File: config.mk
export PLATFORM = sky130hd
export DESIGN_NAME = mm_burst_bridge
export DESIGN_NICKNAME = d
export VERILOG_FILES = /design/src/rtl/mm_burst_bridge.sv
export SDC_FILE = /design/constraint.sdc
export NUM_CORES = 1
export LEC_CHECK = 0
export ABC_AREA = 0
export CAP_MARGIN = 20
export CORE_UTILIZATION = 60
export DETAILED_ROUTE_END_ITERATION = 8
export PLACE_DENSITY = 0.86
export SLEW_MARGIN = 0
export SYNTH_ARGS = -nofsm -noshare
export SYNTH_HDL_FRONTEND = slang
export SYNTH_SLANG_ARGS = --single-unit
export TNS_END_PERCENT = 100
File: constraint.sdc
create_clock -name clk -period 5.5 [get_ports clk]
set_clock_uncertainty 0.2 [all_clocks]
set_input_delay 1.1 -clock clk [delete_from_list [all_inputs] [get_ports clk]]
set_output_delay 1.1 -clock clk [all_outputs]
set_load 0.005 [all_outputs]
File: src/rtl/mm_burst_bridge.sv
// Burst bridge between a command/write/read streaming interface and a simple
// accelerator memory map. Writes are registered one beat per cycle; reads return through a small FIFO.
module mm_burst_bridge #(
   parameter int unsigned ADDR_W     = 17,
   parameter int unsigned DATA_W     = 16,
   parameter int unsigned FIFO_DEPTH = 8,
   parameter int unsigned LEN_W      = 8
) (
   input  logic              clk,
   input  logic              reset,
   input  logic              cmd_valid,
   output logic              cmd_ready,
   input  logic              cmd_write,
   input  logic [ADDR_W-1:0] cmd_addr,
   input  logic [LEN_W-1:0]  cmd_len,
   input  logic              wdata_valid,
   output logic              wdata_ready,
   input  logic [DATA_W-1:0] wdata,
   output logic              rdata_valid,
   input  logic              rdata_ready,
   output logic [DATA_W-1:0] rdata,
   output logic              rdata_last,
   output logic              mm_write_enable,
   output logic [ADDR_W-1:0] mm_write_addr,
   output logic [DATA_W-1:0] mm_write_data,
   output logic [ADDR_W-1:0] mm_read_addr,
   input  logic [DATA_W-1:0] mm_read_data,
   input  logic              mm_busy,
   output logic              done
);

   localparam int unsigned PTR_W = $clog2(FIFO_DEPTH);
   localparam int unsigned CNT_W = PTR_W + 1;
   localparam logic [LEN_W:0] BEAT_ONE = (LEN_W+1)'(1);

   typedef enum logic [1:0] {
      IDLE,
      WRITE,
      READ,
      DRAIN
   } state_e;

   // Reset asserts asynchronously; release is delayed two edges so no flop leaves reset on a metastable edge.
   logic [1:0] rst_sync_q;
   logic       rst_int_n;

   always_ff @(posedge clk or negedge reset) begin
      if (!reset) begin
         rst_sync_q <= '0;
      end else begin
         rst_sync_q <= {rst_sync_q[0], 1'b1};
      end
   end

   assign rst_int_n = rst_sync_q[1];

   state_e              state_q;
   logic [ADDR_W-1:0]   addr_q;
   logic [LEN_W:0]      beats_q;
   logic [LEN_W:0]      pops_q;
   logic                inflight_q;
   logic                we_q;
   logic [ADDR_W-1:0]   waddr_q;
   logic [DATA_W-1:0]   wdata_q;
   logic [ADDR_W-1:0]   raddr_q;
   logic                done_q;

   logic [DATA_W-1:0]   mem_q [FIFO_DEPTH];
   logic [PTR_W-1:0]    wr_ptr_q;
   logic [PTR_W-1:0]    rd_ptr_q;
   logic [CNT_W-1:0]    count_q;
   logic [CNT_W-1:0]    count_d;

   logic                wr_accept;
   logic                rd_issue;
   logic                push;
   logic                pop;
   logic                last_pop;
   logic [CNT_W:0]      occ;
   logic [LEN_W:0]      beats_init;

   assign beats_init  = {1'b0, cmd_len} + BEAT_ONE;
   assign cmd_ready   = (state_q == IDLE);
   assign wdata_ready = (state_q == WRITE) && !mm_busy && (beats_q != '0);
   assign wr_accept   = wdata_valid && wdata_ready;

   // A read in flight already owns a FIFO slot, so it counts against capacity.
   assign occ      = {1'b0, count_q} + {{CNT_W{1'b0}}, inflight_q};
   assign rd_issue = (state_q == READ) && !mm_busy && (beats_q != '0) &&
                     (occ < (CNT_W+1)'(FIFO_DEPTH));

   assign push        = inflight_q;
   assign rdata_valid = (count_q != '0);
   assign pop         = rdata_valid && rdata_ready;
   assign rdata       = rdata_valid ? mem_q[rd_ptr_q] : '0;
   assign rdata_last  = rdata_valid && (pops_q == BEAT_ONE);
   assign last_pop    = pop && (pops_q == BEAT_ONE);

   assign mm_write_enable = we_q;
   assign mm_write_addr   = waddr_q;
   assign mm_write_data   = wdata_q;
   assign mm_read_addr    = raddr_q;
   assign done            = done_q;

   always_ff @(posedge clk or negedge rst_int_n) begin
      if (!rst_int_n) begin
         state_q    <= IDLE;
         addr_q     <= '0;
         beats_q    <= '0;
         pops_q     <= '0;
         inflight_q <= 1'b0;
         we_q       <= 1'b0;
         waddr_q    <= '0;
         wdata_q    <= '0;
         raddr_q    <= '0;
         done_q     <= 1'b0;
      end else begin
         we_q       <= 1'b0;
         done_q     <= 1'b0;
         inflight_q <= rd_issue;
         case (state_q)
            IDLE: begin
               if (cmd_valid) begin
                  addr_q  <= cmd_addr;
                  beats_q <= beats_init;
                  pops_q  <= cmd_write ? '0 : beats_init;
                  state_q <= cmd_write ? WRITE : READ;
               end
            end
            WRITE: begin
               if (wr_accept) begin
                  we_q    <= 1'b1;
                  waddr_q <= addr_q;
                  wdata_q <= wdata;
                  addr_q  <= addr_q + ADDR_W'(1);
                  beats_q <= beats_q - BEAT_ONE;
                  if (beats_q == BEAT_ONE) begin
                     state_q <= IDLE;
                     done_q  <= 1'b1;
                  end
               end
            end
            READ: begin
               if (rd_issue) begin
                  raddr_q <= addr_q;
                  addr_q  <= addr_q + ADDR_W'(1);
                  beats_q <= beats_q - BEAT_ONE;
                  if (beats_q == BEAT_ONE) begin
                     state_q <= DRAIN;
                  end
               end
               if (pop) begin
                  pops_q <= pops_q - BEAT_ONE;
               end
            end
            DRAIN: begin
               if (pop) begin
                  pops_q <= pops_q - BEAT_ONE;
               end
               if (last_pop && !inflight_q) begin
                  state_q <= IDLE;
                  done_q  <= 1'b1;
               end
            end
            default: state_q <= IDLE;
         endcase
      end
   end

   always_comb begin
      count_d = count_q;
      case ({push, pop})
         2'b10:   count_d = count_q + CNT_W'(1);
         2'b01:   count_d = count_q - CNT_W'(1);
         default: count_d = count_q;
      endcase
   end

   always_ff @(posedge clk or negedge rst_int_n) begin
      if (!rst_int_n) begin
         wr_ptr_q <= '0;
         rd_ptr_q <= '0;
         count_q  <= '0;
      end else begin
         if (push) begin
            wr_ptr_q <= wr_ptr_q + PTR_W'(1);
         end
         if (pop) begin
            rd_ptr_q <= rd_ptr_q + PTR_W'(1);
         end
         count_q <= count_d;
      end
   end

   always_ff @(posedge clk) begin
      if (push) begin
         mem_q[wr_ptr_q] <= mm_read_data;
      end
   end

endmodule
==> flow_summary.ini <==
[worst_setup_path]
critPathCaptureType = output port
crit_chain = nor4_4, buf_4, nor2_1, clkdlybuf4s50_1
critPathRequiredTime_ns = 4.20
cpPeakStageDelay_ns = 0.77
slowest_stage = nor4_4
worst-path-buf-inv = 2
critPathTopFamily = simple AND/OR/NAND/NOR gates
r2r-start = count_q[3]
crit_cells = 4
worstPathMaxFanout = 10
cp-startpoint = count_q[3]
cp-start-kind = flip-flop
critPathKind = flip-flop to output port
arrival_ns = 2.64
reg2regPathDepth = 9

[die]
coreArea_sq_um = 16600
placementRows = 47
dieArea_sq_um = 17700
start_util_pct = 61.8
die_w_microns = 133
die_h_microns = 133
io_pins = 136

[sta]
period_share_pct = 71.6
final.setup.tns_ns = 0
worstMarginPinSlew_ns = 1.13
layout_setup_ws_ns = 1.56
hold_violations = 2
max-slew-margin-rel_pct = 24.7
rsz0062_at_grt = false
setup_viol = 0
whs_ns = -0.000808
fmax_ghz = 0.254
final.min_clock_period_ns = 3.94
finalMaxSlewViolations = 0

[final_layout]
fin_cells = 1102
antenna_cells = 0
syn2layout_area_growth_pct = 24.5
final_util_pct = 76.9
finalNetCount = 944
drive_gt1_share_pct = 16.8
fin_area_sq_um = 12800

[synthesis]
syn_inst = 735
avgSynthCellArea_sq_um = 14.0
synth.yosys.warnings = 0
ys_seq_elements = 230
synthArstFlopShare_pct = 44.3
synth-edff-count = 128
ys_types = 67
syn_area_sq_um = 10300
yosys.area.top_type = edfxtp_1
synth_top_area_share_pct = 37.4
yosysMostFrequentCell = edfxtp_1
synth_nets = 815
seq_area_frac_synth_pct = 62.2
synthTopCellsByArea = edfxtp_1 37%, dfrtp_1 25%, mux4_2 7.0%
ys.flop_type = edfxtp_1
ys_top_cells_by_count = 128 x edfxtp_1, 102 x dfrtp_1, 49 x nand2_1, 40 x o21ai_0, 37 x nor2_1

[global_route]
grt_pass1_wl_mm = 36.4
grt_max_degree = 82
grt_pass1_vias = 6859
grt_usage_pct = 26.7
antenna_found_initial = 0
overflow = 0

[clock_tree]
clk_pin_slew_worst_paths_ns = 0.07
root_buffer = clkbuf_16
cts_buffer_depth = 3
tritoncts = built
cts_resized = 0
cts-buffers-inserted = 24
cts_hold_buf = 0
clock_sinks = 230
h-tree-depth = 1
worstSkewPairLatency_ns = 0.51
postCtsSetupBuffers = 0

[drt]
routed_wl_mm = 23.0
dr_total_vias = 6778
postRouteAntennaNets = 0
vias_per_cell = 6.15
wl_per_cell_microns = 20.9
drc = 0
first_pass_iters = 5
first_iter_violations = 521

[run_status]
status = complete, but fails checks
violations = hold timing

[place]
postPlaceCellArea_sq_um = 11800
finalWeightedCongestion = 0.865
dp_slack_ns = 1.69
dp_hpwl_mm = 14.4
placed_cells = 1052
io_buffers = 135

[pwr]
max-vdd-ir-drop_mv = 0.395
leakagePower_nw = 4.80
p_per_area_nw_per_um2 = 574

[worst_hold_path]
min_path_type = flip-flop to asynchronous set/reset pin

[run]
maxCapViolCount = 0
## where the power goes
group	total [mW]	internal, mW	switching [mW]
sequential	2.69	2.24	0.450
clock	1.71	1.03	0.684
combinational	2.95	1.56	1.38
## flip-flops by register name, summed over array words and instances, names as in the netlist, 4 cells and up
signal / flops
addr_q: 17
beats_q: 9
count_q: 4
mem_q: 128
mm_read_addr: 17
mm_write_addr: 17
mm_write_data: 16
pops_q: 9
## metal layers
| layer | up-vias | global-route usage [%] | share of wire (%) |
|---|---|---|---|
| li1 | 3076 | - | - |
| met5 | - | 0 | 0 |
| met3 | 41 | 4.25 | 5.9 |
| met1 | 3419 | 34.8 | 40 |
| met4 | 0 | 9.58 | 2.3 |
| met2 | 242 | 45.5 | 52 |
## stage by stage
step                      hold slack (ns)  total power, mW
final                           -0.000808             7.35
after global placement            0.00130             5.40
after CTS                          0.0171             7.30
after detailed placement           0.0107             5.57
after floorplan                     0.131             4.46
after global routing               0.0351             7.76
## cell type report
type                       count  area [sq um]
clock buffer                  26           629
clock inverter                18           219
fill                         972          3840
inverter                      29           109
multi-input combinational    433          3660
sequential                   230          6400
tap                          220           275
timing repair buffer         146          1510
## worst paths after layout
kind	slack, ns	end
hold reg to reg	-0.0008	mm_write_data[2]
hold / removal	-0.0008	mm_write_data[2]
min in group clk	0.15	rst_sync_q[1]
setup reg to reg	2.60	count_q[2]
setup / recovery	1.56	rdata[0]
max in group asynchronous	4.20	addr_q[3]
## kinds of logic (layout without fill, tap and decap cells)
family | count (synthesis) | after routing | share of synthesized area [%]
buffers and inverters | 72 | 219 | 2.82
muxes | 91 | 91 | 13.2
other | 1 | 1 | 0.0365
AOI/OAI and AO/OA | 123 | 123 | 8.74
and+or+nand+nor | 187 | 187 | 9.76
DFF | 230 | 230 | 62.2
adders and majority gates | 16 | 16 | 1.95
xor gates and xnor gates | 15 | 15 | 1.28
## cells in the final DEF (no fill, tap or decap), types with 6 or more instances in the layout
cell             instances
edfxtp_1               128
dfrtp_1                100
mux4_2                  32
clkbuf_16               25
a211o_1                 10
xnor2_1                  8
nand2b_1                11
nor2_2                   6
nor4_1                  13
mux2_2                  36
clkdlybuf4s50_1        135
a21oi_1                  7
nand2_1                 49
nor3_1                   8
a221oi_1                 6
inv_1                   29
o31ai_1                  7
mux2i_1                 23
xor2_1                   7
nor2_1                  31
ha_1                    15
o21ai_0                 40
nand4_1                  8
o41ai_1                  8
nor2b_1                  6
nand3_1                 14
Note: power is estimated with default switching activity, not from simulation.
